`config.mk`:
```
export PLATFORM = sky130hd
export DESIGN_NAME = wshb_sdram_arbiter_flat
export DESIGN_NICKNAME = d
export VERILOG_FILES = /design/src/rtl/wshb_arb_pkg.sv /design/src/rtl/wshb_if.sv /design/src/rtl/wshb_arb_watchdog.sv /design/src/rtl/wshb_sdram_arbiter.sv /design/src/flat_wrapper.sv
export SDC_FILE = /design/constraint.sdc
export NUM_CORES = 1
export LEC_CHECK = 0
export CAP_MARGIN = 10
export CORE_AREA = 2 2 130 132
export CTS_BUF_LIST = sky130_fd_sc_hd__clkbuf_4 sky130_fd_sc_hd__clkbuf_8
export CTS_CLUSTER_SIZE = 12
export DETAILED_ROUTE_END_ITERATION = 10
export DIE_AREA = 0 0 132 134
export HOLD_SLACK_MARGIN = 0.15
export PLACE_DENSITY = 0.56
export SYNTH_ARGS = -nofsm -noshare
export SYNTH_HDL_FRONTEND = slang
export SYNTH_SLANG_ARGS = --single-unit
```
`constraint.sdc`:
```
create_clock -name sys_clk -period 3.35 [get_ports sys_clk]
set_input_delay 1.005 -clock sys_clk [delete_from_list [all_inputs] [get_ports sys_clk]]
set_output_delay 1.005 -clock sys_clk [all_outputs]
set_load 0.03 [all_outputs]
```
`src/rtl/wshb_arb_pkg.sv`:
```
// Shared types and constants for the two-master SDRAM Wishbone arbiter.
//   arb_state_t     : arbiter FSM state (IDLE, GNT0, GNT1)
//   master_id_t     : id of a requesting master (0 = video reader, 1 = writer)
//   DEFAULT_TIMEOUT : default slave-stall limit in sys_clk cycles
package wshb_arb_pkg;
   typedef enum logic [1:0] {IDLE, GNT0, GNT1} arb_state_t;
   typedef logic master_id_t;
   localparam int DEFAULT_TIMEOUT = 1024;
endpackage

```
`src/rtl/wshb_if.sv`:
```
// Wishbone B4 bus bundle shared by the masters and the SDRAM slave.
//   master modport : drives cyc/stb/we/adr/dat_ms/sel/cti/bte, receives dat_sm/ack/err/rty
//   slave  modport : the reverse
interface wshb_if #(
   parameter int DATA_BYTES = 4,
   parameter int ADDR_W     = 32
);
   logic                    cyc, stb, we;
   logic [ADDR_W-1:0]       adr;
   logic [8*DATA_BYTES-1:0] dat_ms, dat_sm;
   logic [DATA_BYTES-1:0]   sel;
   logic [2:0]              cti;
   logic [1:0]              bte;
   logic                    ack, err, rty;

   modport master (output cyc, stb, we, adr, dat_ms, sel, cti, bte,
                   input  dat_sm, ack, err, rty);
   modport slave  (input  cyc, stb, we, adr, dat_ms, sel, cti, bte,
                   output dat_sm, ack, err, rty);
endinterface

```
`src/rtl/wshb_arb_watchdog.sv`:
```
// Slave-stall watchdog for the SDRAM arbiter. Only built when the
// configuration macro WSHB_ARB_WATCHDOG_EN is defined.
//   sys_clk, sys_rst : clock, asynchronous active-high reset
//   state_i          : current arbiter state; any change restarts the count
//   stall_i          : owner has cyc&stb up and the slave gave no response
//   resp_i           : slave ack/err/rty this cycle
//   timeout_o        : one-cycle pulse on the TIMEOUT-th consecutive stall cycle
`ifdef WSHB_ARB_WATCHDOG_EN
module wshb_arb_watchdog
   import wshb_arb_pkg::*;
#(
   parameter int TIMEOUT = DEFAULT_TIMEOUT
) (
   input  logic       sys_clk,
   input  logic       sys_rst,
   input  arb_state_t state_i,
   input  logic       stall_i,
   input  logic       resp_i,
   output logic       timeout_o
);
   localparam int CW = $clog2(TIMEOUT + 1);

   arb_state_t    state_prev_q;
   logic [CW-1:0] cnt_q, cnt_d;
   logic          clear;

   // A new owner's first stall cycle counts as 1, so the count is
   // restarted rather than zeroed when the grant changes.
   assign clear     = resp_i | (state_i != state_prev_q);
   assign timeout_o = stall_i & ~clear & (cnt_q == CW'(TIMEOUT - 1));

   always_comb begin
      cnt_d = cnt_q;
      if (timeout_o)    cnt_d = '0;
      else if (clear)   cnt_d = stall_i ? CW'(1) : '0;
      else if (stall_i) cnt_d = cnt_q + 1'b1;
   end

   always_ff @(posedge sys_clk or posedge sys_rst) begin
      if (sys_rst) begin
         cnt_q        <= '0;
         state_prev_q <= IDLE;
      end else begin
         cnt_q        <= cnt_d;
         state_prev_q <= state_i;
      end
   end
endmodule
`endif

```
`src/rtl/wshb_sdram_arbiter.sv`:
```
// Two-master round-robin Wishbone arbiter in front of the SDRAM slave port.
// A master owns the bus for as long as it holds cyc, so classic and burst
// cycles are never split. Request path and responses are combinational once
// granted; IDLE costs one cycle before the first grant.
// Optional: WSHB_ARB_WATCHDOG_EN adds a stall watchdog that errors out the
// owner after TIMEOUT stalled cycles and releases the bus.
//   TIMEOUT   : stall limit in sys_clk cycles (watchdog only)
//   sys_clk   : system clock
//   sys_rst   : asynchronous active-high reset
//   wshb_ifs0 : M0 port (video reader)
//   wshb_ifs1 : M1 port (writer)
//   wshb_ifm  : master port to the SDRAM slave
module wshb_sdram_arbiter
   import wshb_arb_pkg::*;
#(
   parameter int TIMEOUT = DEFAULT_TIMEOUT
) (
   input  logic   sys_clk,
   input  logic   sys_rst,
   wshb_if.slave  wshb_ifs0,
   wshb_if.slave  wshb_ifs1,
   wshb_if.master wshb_ifm
);
   arb_state_t state_q, state_d;
   master_id_t last_q, last_d;
   logic       cyc0, cyc1, own_req, resp, stall, timeout;

   assign cyc0 = wshb_ifs0.cyc;
   assign cyc1 = wshb_ifs1.cyc;
   assign resp = wshb_ifm.ack | wshb_ifm.err | wshb_ifm.rty;

   // Owner's raw strobe, taken before any watchdog masking so the stall
   // detect does not loop through the forced-low stb.
   always_comb begin
      own_req = 1'b0;
      case (state_q)
         GNT0:    own_req = wshb_ifs0.cyc & wshb_ifs0.stb;
         GNT1:    own_req = wshb_ifs1.cyc & wshb_ifs1.stb;
         default: own_req = 1'b0;
      endcase
   end

   assign stall = own_req & ~resp;

`ifdef WSHB_ARB_WATCHDOG_EN
   wshb_arb_watchdog #(.TIMEOUT(TIMEOUT)) u_wdog (
      .sys_clk   (sys_clk),
      .sys_rst   (sys_rst),
      .state_i   (state_q),
      .stall_i   (stall),
      .resp_i    (resp),
      .timeout_o (timeout)
   );
`else
   logic unused_wdog;
   assign timeout     = 1'b0;
   assign unused_wdog = stall | (TIMEOUT != 0);
`endif

   always_ff @(posedge sys_clk or posedge sys_rst) begin
      if (sys_rst) begin
         state_q <= IDLE;
         last_q  <= 1'b1;   // M0 wins the first tie after reset
      end else begin
         state_q <= state_d;
         last_q  <= last_d;
      end
   end

   always_comb begin
      state_d = state_q;
      last_d  = last_q;
      case (state_q)
         IDLE: begin
            if (cyc0 && cyc1)  state_d = (last_q == 1'b1) ? GNT0 : GNT1;
            else if (cyc0)     state_d = GNT0;
            else if (cyc1)     state_d = GNT1;
         end
         GNT0: begin
            if (timeout || !cyc0) begin
               last_d  = 1'b0;
               // Direct handover avoids a dead IDLE cycle when the other
               // master is already waiting; a watchdog abort always idles.
               state_d = (!timeout && cyc1) ? GNT1 : IDLE;
            end
         end
         GNT1: begin
            if (timeout || !cyc1) begin
               last_d  = 1'b1;
               state_d = (!timeout && cyc0) ? GNT0 : IDLE;
            end
         end
         default: state_d = IDLE;
      endcase
   end

   // Request mux toward the slave and response routing to the owner only.
   // Read data is broadcast; without ack it is ignored by the non-owner.
   always_comb begin
      wshb_ifm.cyc    = 1'b0;
      wshb_ifm.stb    = 1'b0;
      wshb_ifm.we     = 1'b0;
      wshb_ifm.adr    = '0;
      wshb_ifm.dat_ms = '0;
      wshb_ifm.sel    = '0;
      wshb_ifm.cti    = '0;
      wshb_ifm.bte    = '0;
      wshb_ifs0.ack   = 1'b0;
      wshb_ifs0.err   = 1'b0;
      wshb_ifs0.rty   = 1'b0;
      wshb_ifs1.ack   = 1'b0;
      wshb_ifs1.err   = 1'b0;
      wshb_ifs1.rty   = 1'b0;
      wshb_ifs0.dat_sm = wshb_ifm.dat_sm;
      wshb_ifs1.dat_sm = wshb_ifm.dat_sm;
      case (state_q)
         GNT0: begin
            wshb_ifm.cyc    = wshb_ifs0.cyc;
            wshb_ifm.stb    = wshb_ifs0.stb & ~timeout;
            wshb_ifm.we     = wshb_ifs0.we;
            wshb_ifm.adr    = wshb_ifs0.adr;
            wshb_ifm.dat_ms = wshb_ifs0.dat_ms;
            wshb_ifm.sel    = wshb_ifs0.sel;
            wshb_ifm.cti    = wshb_ifs0.cti;
            wshb_ifm.bte    = wshb_ifs0.bte;
            wshb_ifs0.ack   = wshb_ifm.ack;
            wshb_ifs0.err   = wshb_ifm.err | timeout;
            wshb_ifs0.rty   = wshb_ifm.rty;
         end
         GNT1: begin
            wshb_ifm.cyc    = wshb_ifs1.cyc;
            wshb_ifm.stb    = wshb_ifs1.stb & ~timeout;
            wshb_ifm.we     = wshb_ifs1.we;
            wshb_ifm.adr    = wshb_ifs1.adr;
            wshb_ifm.dat_ms = wshb_ifs1.dat_ms;
            wshb_ifm.sel    = wshb_ifs1.sel;
            wshb_ifm.cti    = wshb_ifs1.cti;
            wshb_ifm.bte    = wshb_ifs1.bte;
            wshb_ifs1.ack   = wshb_ifm.ack;
            wshb_ifs1.err   = wshb_ifm.err | timeout;
            wshb_ifs1.rty   = wshb_ifm.rty;
         end
         default: ;
      endcase
   end
endmodule

```
`src/flat_wrapper.sv`:
```
// flat-port wrapper written by rule: the top's interface ports become plain ports
module wshb_sdram_arbiter_flat import wshb_arb_pkg::*;
#(
   parameter int TIMEOUT = DEFAULT_TIMEOUT
)
  (sys_clk, sys_rst, wshb_ifs0_cyc, wshb_ifs0_stb, wshb_ifs0_we, wshb_ifs0_adr, wshb_ifs0_dat_ms, wshb_ifs0_sel, wshb_ifs0_cti, wshb_ifs0_bte, wshb_ifs0_dat_sm, wshb_ifs0_ack, wshb_ifs0_err, wshb_ifs0_rty, wshb_ifs1_cyc, wshb_ifs1_stb, wshb_ifs1_we, wshb_ifs1_adr, wshb_ifs1_dat_ms, wshb_ifs1_sel, wshb_ifs1_cti, wshb_ifs1_bte, wshb_ifs1_dat_sm, wshb_ifs1_ack, wshb_ifs1_err, wshb_ifs1_rty, wshb_ifm_cyc, wshb_ifm_stb, wshb_ifm_we, wshb_ifm_adr, wshb_ifm_dat_ms, wshb_ifm_sel, wshb_ifm_cti, wshb_ifm_bte, wshb_ifm_dat_sm, wshb_ifm_ack, wshb_ifm_err, wshb_ifm_rty);
  wshb_if wshb_ifs0_i ();
  wshb_if wshb_ifs1_i ();
  wshb_if wshb_ifm_i ();
  input  logic sys_clk;
  input  logic sys_rst;
  input wire logic [$bits(wshb_ifs0_i.cyc)-1:0] wshb_ifs0_cyc;
  input wire logic [$bits(wshb_ifs0_i.stb)-1:0] wshb_ifs0_stb;
  input wire logic [$bits(wshb_ifs0_i.we)-1:0] wshb_ifs0_we;
  input wire logic [$bits(wshb_ifs0_i.adr)-1:0] wshb_ifs0_adr;
  input wire logic [$bits(wshb_ifs0_i.dat_ms)-1:0] wshb_ifs0_dat_ms;
  input wire logic [$bits(wshb_ifs0_i.sel)-1:0] wshb_ifs0_sel;
  input wire logic [$bits(wshb_ifs0_i.cti)-1:0] wshb_ifs0_cti;
  input wire logic [$bits(wshb_ifs0_i.bte)-1:0] wshb_ifs0_bte;
  output wire logic [$bits(wshb_ifs0_i.dat_sm)-1:0] wshb_ifs0_dat_sm;
  output wire logic [$bits(wshb_ifs0_i.ack)-1:0] wshb_ifs0_ack;
  output wire logic [$bits(wshb_ifs0_i.err)-1:0] wshb_ifs0_err;
  output wire logic [$bits(wshb_ifs0_i.rty)-1:0] wshb_ifs0_rty;
  input wire logic [$bits(wshb_ifs1_i.cyc)-1:0] wshb_ifs1_cyc;
  input wire logic [$bits(wshb_ifs1_i.stb)-1:0] wshb_ifs1_stb;
  input wire logic [$bits(wshb_ifs1_i.we)-1:0] wshb_ifs1_we;
  input wire logic [$bits(wshb_ifs1_i.adr)-1:0] wshb_ifs1_adr;
  input wire logic [$bits(wshb_ifs1_i.dat_ms)-1:0] wshb_ifs1_dat_ms;
  input wire logic [$bits(wshb_ifs1_i.sel)-1:0] wshb_ifs1_sel;
  input wire logic [$bits(wshb_ifs1_i.cti)-1:0] wshb_ifs1_cti;
  input wire logic [$bits(wshb_ifs1_i.bte)-1:0] wshb_ifs1_bte;
  output wire logic [$bits(wshb_ifs1_i.dat_sm)-1:0] wshb_ifs1_dat_sm;
  output wire logic [$bits(wshb_ifs1_i.ack)-1:0] wshb_ifs1_ack;
  output wire logic [$bits(wshb_ifs1_i.err)-1:0] wshb_ifs1_err;
  output wire logic [$bits(wshb_ifs1_i.rty)-1:0] wshb_ifs1_rty;
  output wire logic [$bits(wshb_ifm_i.cyc)-1:0] wshb_ifm_cyc;
  output wire logic [$bits(wshb_ifm_i.stb)-1:0] wshb_ifm_stb;
  output wire logic [$bits(wshb_ifm_i.we)-1:0] wshb_ifm_we;
  output wire logic [$bits(wshb_ifm_i.adr)-1:0] wshb_ifm_adr;
  output wire logic [$bits(wshb_ifm_i.dat_ms)-1:0] wshb_ifm_dat_ms;
  output wire logic [$bits(wshb_ifm_i.sel)-1:0] wshb_ifm_sel;
  output wire logic [$bits(wshb_ifm_i.cti)-1:0] wshb_ifm_cti;
  output wire logic [$bits(wshb_ifm_i.bte)-1:0] wshb_ifm_bte;
  input wire logic [$bits(wshb_ifm_i.dat_sm)-1:0] wshb_ifm_dat_sm;
  input wire logic [$bits(wshb_ifm_i.ack)-1:0] wshb_ifm_ack;
  input wire logic [$bits(wshb_ifm_i.err)-1:0] wshb_ifm_err;
  input wire logic [$bits(wshb_ifm_i.rty)-1:0] wshb_ifm_rty;
  assign wshb_ifs0_i.cyc = wshb_ifs0_cyc;
  assign wshb_ifs0_i.stb = wshb_ifs0_stb;
  assign wshb_ifs0_i.we = wshb_ifs0_we;
  assign wshb_ifs0_i.adr = wshb_ifs0_adr;
  assign wshb_ifs0_i.dat_ms = wshb_ifs0_dat_ms;
  assign wshb_ifs0_i.sel = wshb_ifs0_sel;
  assign wshb_ifs0_i.cti = wshb_ifs0_cti;
  assign wshb_ifs0_i.bte = wshb_ifs0_bte;
  assign wshb_ifs0_dat_sm = wshb_ifs0_i.dat_sm;
  assign wshb_ifs0_ack = wshb_ifs0_i.ack;
  assign wshb_ifs0_err = wshb_ifs0_i.err;
  assign wshb_ifs0_rty = wshb_ifs0_i.rty;
  assign wshb_ifs1_i.cyc = wshb_ifs1_cyc;
  assign wshb_ifs1_i.stb = wshb_ifs1_stb;
  assign wshb_ifs1_i.we = wshb_ifs1_we;
  assign wshb_ifs1_i.adr = wshb_ifs1_adr;
  assign wshb_ifs1_i.dat_ms = wshb_ifs1_dat_ms;
  assign wshb_ifs1_i.sel = wshb_ifs1_sel;
  assign wshb_ifs1_i.cti = wshb_ifs1_cti;
  assign wshb_ifs1_i.bte = wshb_ifs1_bte;
  assign wshb_ifs1_dat_sm = wshb_ifs1_i.dat_sm;
  assign wshb_ifs1_ack = wshb_ifs1_i.ack;
  assign wshb_ifs1_err = wshb_ifs1_i.err;
  assign wshb_ifs1_rty = wshb_ifs1_i.rty;
  assign wshb_ifm_cyc = wshb_ifm_i.cyc;
  assign wshb_ifm_stb = wshb_ifm_i.stb;
  assign wshb_ifm_we = wshb_ifm_i.we;
  assign wshb_ifm_adr = wshb_ifm_i.adr;
  assign wshb_ifm_dat_ms = wshb_ifm_i.dat_ms;
  assign wshb_ifm_sel = wshb_ifm_i.sel;
  assign wshb_ifm_cti = wshb_ifm_i.cti;
  assign wshb_ifm_bte = wshb_ifm_i.bte;
  assign wshb_ifm_i.dat_sm = wshb_ifm_dat_sm;
  assign wshb_ifm_i.ack = wshb_ifm_ack;
  assign wshb_ifm_i.err = wshb_ifm_err;
  assign wshb_ifm_i.rty = wshb_ifm_rty;
  wshb_sdram_arbiter #(.TIMEOUT(TIMEOUT)) u_core (.sys_clk(sys_clk), .sys_rst(sys_rst), .wshb_ifs0(wshb_ifs0_i), .wshb_ifs1(wshb_ifs1_i), .wshb_ifm(wshb_ifm_i));
endmodule
```
# Yosys cells after proc, flatten, opt, wreduce, memory -nomap -nowiden

Index checks and enable logic that the tools add are counted.

$add $sub $neg: 0
Multiply operators: 0
Divide/modulo/power cells: 0
Magnitude comparators: 0
Equality and inequality tests: 5
Shift operators: 0
Multiplexer cells: 26
Bitwise operators: 0
Reductions and logical operators: 5

Operators with widths:

| operator                                                                | number |
|---|---|
| 32-bit case mux with 2 select lines                                     | 2 |
| 2-bit two-way mux                                                       | 7 |
| 1-bit two-way mux                                                       | 9 |
| 1-bit case mux with 2 select lines                                      | 4 |
| 4-bit case mux with 2 select lines                                      | 1 |
| 2-bit case mux with 3 select lines                                      | 1 |
| 3-bit case mux with 2 select lines                                      | 1 |
| 3-bit AND reduction                                                     | 2 |
| 2-bit inequality test, second input constant                            | 2 |
| 4-bit by 3-bit inequality test with 1-bit output, second input constant | 1 |
| 2-bit case mux with 2 select lines                                      | 1 |
| 2-bit by 1-bit equality test with 1-bit output, second input constant   | 1 |
| 2-bit equality test, second input constant                              | 1 |
| 2-bit zero test                                                         | 1 |
| 2-bit nonzero test                                                      | 1 |
| 1-bit logical AND                                                       | 1 |

Flip-flop bits (word level): 3
Latch bits: 0
Memory bits (writable): 0
ROM bits: 0
Input port bits: 189
Output and inout bits: 146
Logic and storage cells: 38
Memories kept: 0

# Longest topological paths before layout

Word-level depth: 4
Mapped depth: 7
Mapped depth without buffers: 5

# Worst setup path before layout

OpenSTA, ideal clock, no wires.

Path kind: register -> output
Start: reg u_core.state_q[1]
End: out wshb_ifm_adr[10]
Arrival: 1613 ps
Data required time: 2345 ps
Setup slack: 732 ps
Cell stages (with the launch flop): 6
Path buffers: 2
Cells stage by stage: dfrtp_1 > inv_1 > ha_1 > clkbuf_2 > clkbuf_1 > nor2b_1

Longest elaborated chain between the ends: 2
Elaborated cells on any way between the ends: 3

RTL lines:

| element                                                                                      | line                      | source |
|---|---|---|
| start, declared                                                                              | wshb_sdram_arbiter.sv:24  | `arb_state_t state_q, state_d;` |
| start signal, assigned                                                                       | wshb_sdram_arbiter.sv:65  | `state_q <= state_d;` |
| 2-bit equality test / 2-bit by 1-bit equality test with 1-bit output (equally long branches) | --                        |  |
| 32-bit case mux with 2 select lines *                                                        | wshb_sdram_arbiter.sv:116 | `case (state_q)` |
| end, declared                                                                                | flat_wrapper.sv:39        | `output wire logic [$bits(wshb_ifm_i.adr)-1:0] wshb_ifm_adr;` |

Mark *: on every way between the ends. The rest lies on a longest branch, timed or not.

# Worst setup path after layout

Start: in wshb_ifm_rty
End: out wshb_ifs0_rty

Longest elaborated chain between the ends: 1

RTL lines:

| element           | line                      | source |
|---|---|---|
| start, declared   | flat_wrapper.sv:47        | `input wire logic [$bits(wshb_ifm_i.rty)-1:0] wshb_ifm_rty;` |
| 1-bit two-way mux | wshb_sdram_arbiter.sv:116 |  |
| end, declared     | flat_wrapper.sv:23        | `output wire logic [$bits(wshb_ifs0_i.rty)-1:0] wshb_ifs0_rty;` |

No other way between the ends.

==> impl_metrics.json <==
{
  "clock_sinks": 3,
  "antenna_found_initial": 0,
  "rr_worst_depth": 6,
  "synth_top_area_share_pct": 28.2,
  "design_area_sq_um": 4090,
  "syn_area_sq_um": 2000,
  "r2r-start": "u_core.state_q[1]",
  "numCtsBuffers": 3,
  "wirelength_mm": 9.68,
  "routed-via-count": 2643,
  "period_share_pct": 97.6,
  "critPathArrivalTime_ns": 2.26,
  "grt_pass1_wl_mm": 14.3,
  "status": "complete, no violations",
  "area_growth_syn_to_layout_pct": 105,
  "tightest_slew_ns": 0.385,
  "diodes": 0,
  "rsz0062_at_grt": "false",
  "start_util_pct": 12.3,
  "track_usage_pct": 9.91,
  "powerDensity_nw_per_um2": 733,
  "root_buffer": "clkbuf_8",
  "cp-start-kind": "input pin",
  "gr-total-overflow": 0,
  "regArea_sq_um": 76.3,
  "whs_ns": 0.527,
  "final_antenna_net_count": 0,
  "synth_area_per_cell_sq_um": 7.15,
  "grt_pass1_vias": 2727,
  "multi_input_area_sq_um": 1290,
  "yosys.area.top_type": "a22oi_1",
  "synth_area_leaders": "a22oi_1 (28%), buf_4 (26%), nor2b_1 (24%)",
  "cts_resized": 0,
  "via_per_inst": 4.01,
  "ys_ff_latch": 3,
  "clk_path_buf_depth": 2,
  "die_x_um": 132,
  "cp-endpoint": "wshb_ifs0_rty",
  "die_h_um": 134,
  "wl_per_cell_um": 14.7,
  "rows": 47,
  "clk_latency_ns": 0.21,
  "grt_max_degree": 77,
  "io_buffers": 238,
  "finClkSkew_ns": 0.00138,
  "fmaxAchievable_mhz": 306,
  "final_cells": 659,
  "maxSlewHeadroom_pct": 74.3,
  "drc": 0,
  "async_reset_ff_share_pct": 100,
  "synth_cell_types": 29,
  "slew_viol_final": 0,
  "path_max_fanout": 2,
  "h-tree-depth": 1,
  "placed_cells": 655,
  "r2r-end": "u_core.state_q[1]",
  "layout.nets": 634,
  "crit_path_start": "wshb_ifm_rty",
  "yosys-top-cells-count": "a22oi_1 (75), nor2b_1 (75), buf_4 (68), clkbuf_1 (14)",
  "ctsHoldBuffers": 0,
  "io_pins": 335,
  "cp-end-kind": "output port",
  "place_area_sq_um": 4040,
  "critPathRequiredTime_ns": 2.34,
  "ir_worst_vdd_uv": 365,
  "place_congestion": 0.793,
  "clkSlewWorstSetupHoldPaths_ns": 0.03,
  "ys_warn_count": 0,
  "core_sq_um": 16300,
  "hp-start": "u_core.last_q",
  "synthCells": 279,
  "cts_setup_buffers": 0,
  "yosysSeqAreaShare_pct": 3.82,
  "regToRegSetupSlack_ns": 1.54,
  "final-setup-viol-count": 0,
  "firstDrtPassIters": 4,
  "cts_tree": "done",
  "initialDrtViolationCount": 83,
  "fillCellCount": 1757,
  "layout-drive-gt1-share_pct": 22.6,
  "hpwl_mm": 7.82,
  "yosys_most_used_dff": "dfrtp_1",
  "maxCapViolCount": 0,
  "synth_edf_count": 0,
  "leakagePower_nw": 1.52,
  "finalHoldViolCount": 0,
  "synth_nets": 473,
  "fin_tns_setup_ns": 0,
  "die_area_sq_um": 17700,
  "path_class": "input pin to output port",
  "fin_crit_ns": 3.27,
  "min_path_type": "register to register"
}
## layout by cell type, fill, tap and decap left out, drive strengths merged
master and n:
a2111oi 1, a211oi 1, a21oi 1, a22o 1, a22oi 76, a31oi 1, and2 7, buf 85
clkbuf 4, clkdlybuf4s50 162, dfrtp 2, dfstp 1, ha 5, inv 5, mux2 1, nand2 1
nand2b 3, nand3b 1, nor2 1, nor2b 75, nor3b 1, o21ai 2, o22ai 1, o41ai 1
## metal layers
layer,global-route usage [%],vias to the layer above,wire (um)
met2,19.6,196,5170
met3,3.67,22,1110
met5,0,-,0
met4,2.72,0,208
li1,-,1240,-
met1,9.57,1185,3190
## report_power, final
part,switching [mW],internal [mW],leakage [nW]
combinational,1.56,1.24,1.46
clock,0.0232,0.0892,0.0262
sequential,0.0197,0.0586,0.0359
total,1.60,1.39,1.52
## critical path, stage by stage
cell,delay (ns)
clkdlybuf4s50_1,0.47
and2_1,0.13
clkdlybuf4s50_1,0.66
## metrics by stage
step,total power [mW],setup slack [ns],util [%]
after detailed placement,2.92,0.0818,24.8
after global routing,3.20,0.0280,25.1
final,2.99,0.0804,25.1
after CTS,3.03,0.0818,25.1
after global placement,2.86,0.0959,24.8
after floorplan,1.98,0.732,-
## registers in the layout, summed over array words and instances, names as in the netlist
register        flops
u_core.last_q       1
u_core.state_q      2
## final cells by class
class                           count  share of cell area [%]
Clock buffer                        4                    1.19
Inverter                            5                   0.459
Multi-Input combinational cell    180                    31.7
Sequential cell                     3                    1.87
Tap cell                          220                    6.74
Timing Repair Buffer              247                    58.1
## how the worst min path moves through the flow
stage / cells past startpoint / endpoint / slack, ns
floorplan: 2 / u_core.last_q / 0.50
global placement: 2 / u_core.last_q / 0.51
detailed placement: 2 / u_core.last_q / 0.53
CTS: 2 / u_core.last_q / 0.53
global route: 2 / u_core.last_q / 0.54
finish: 2 / u_core.last_q / 0.53
## logic make-up after synthesis
logic type      after synthesis  synth area share, %
buf+inv                      96                 31.7
simple gates                 89                 27.8
compound gates               85                 32.8
fa+ha+maj                     5                 3.13
flops                         3                 3.82
mux                           1                0.752
Power figures use the tool's default switching activity.
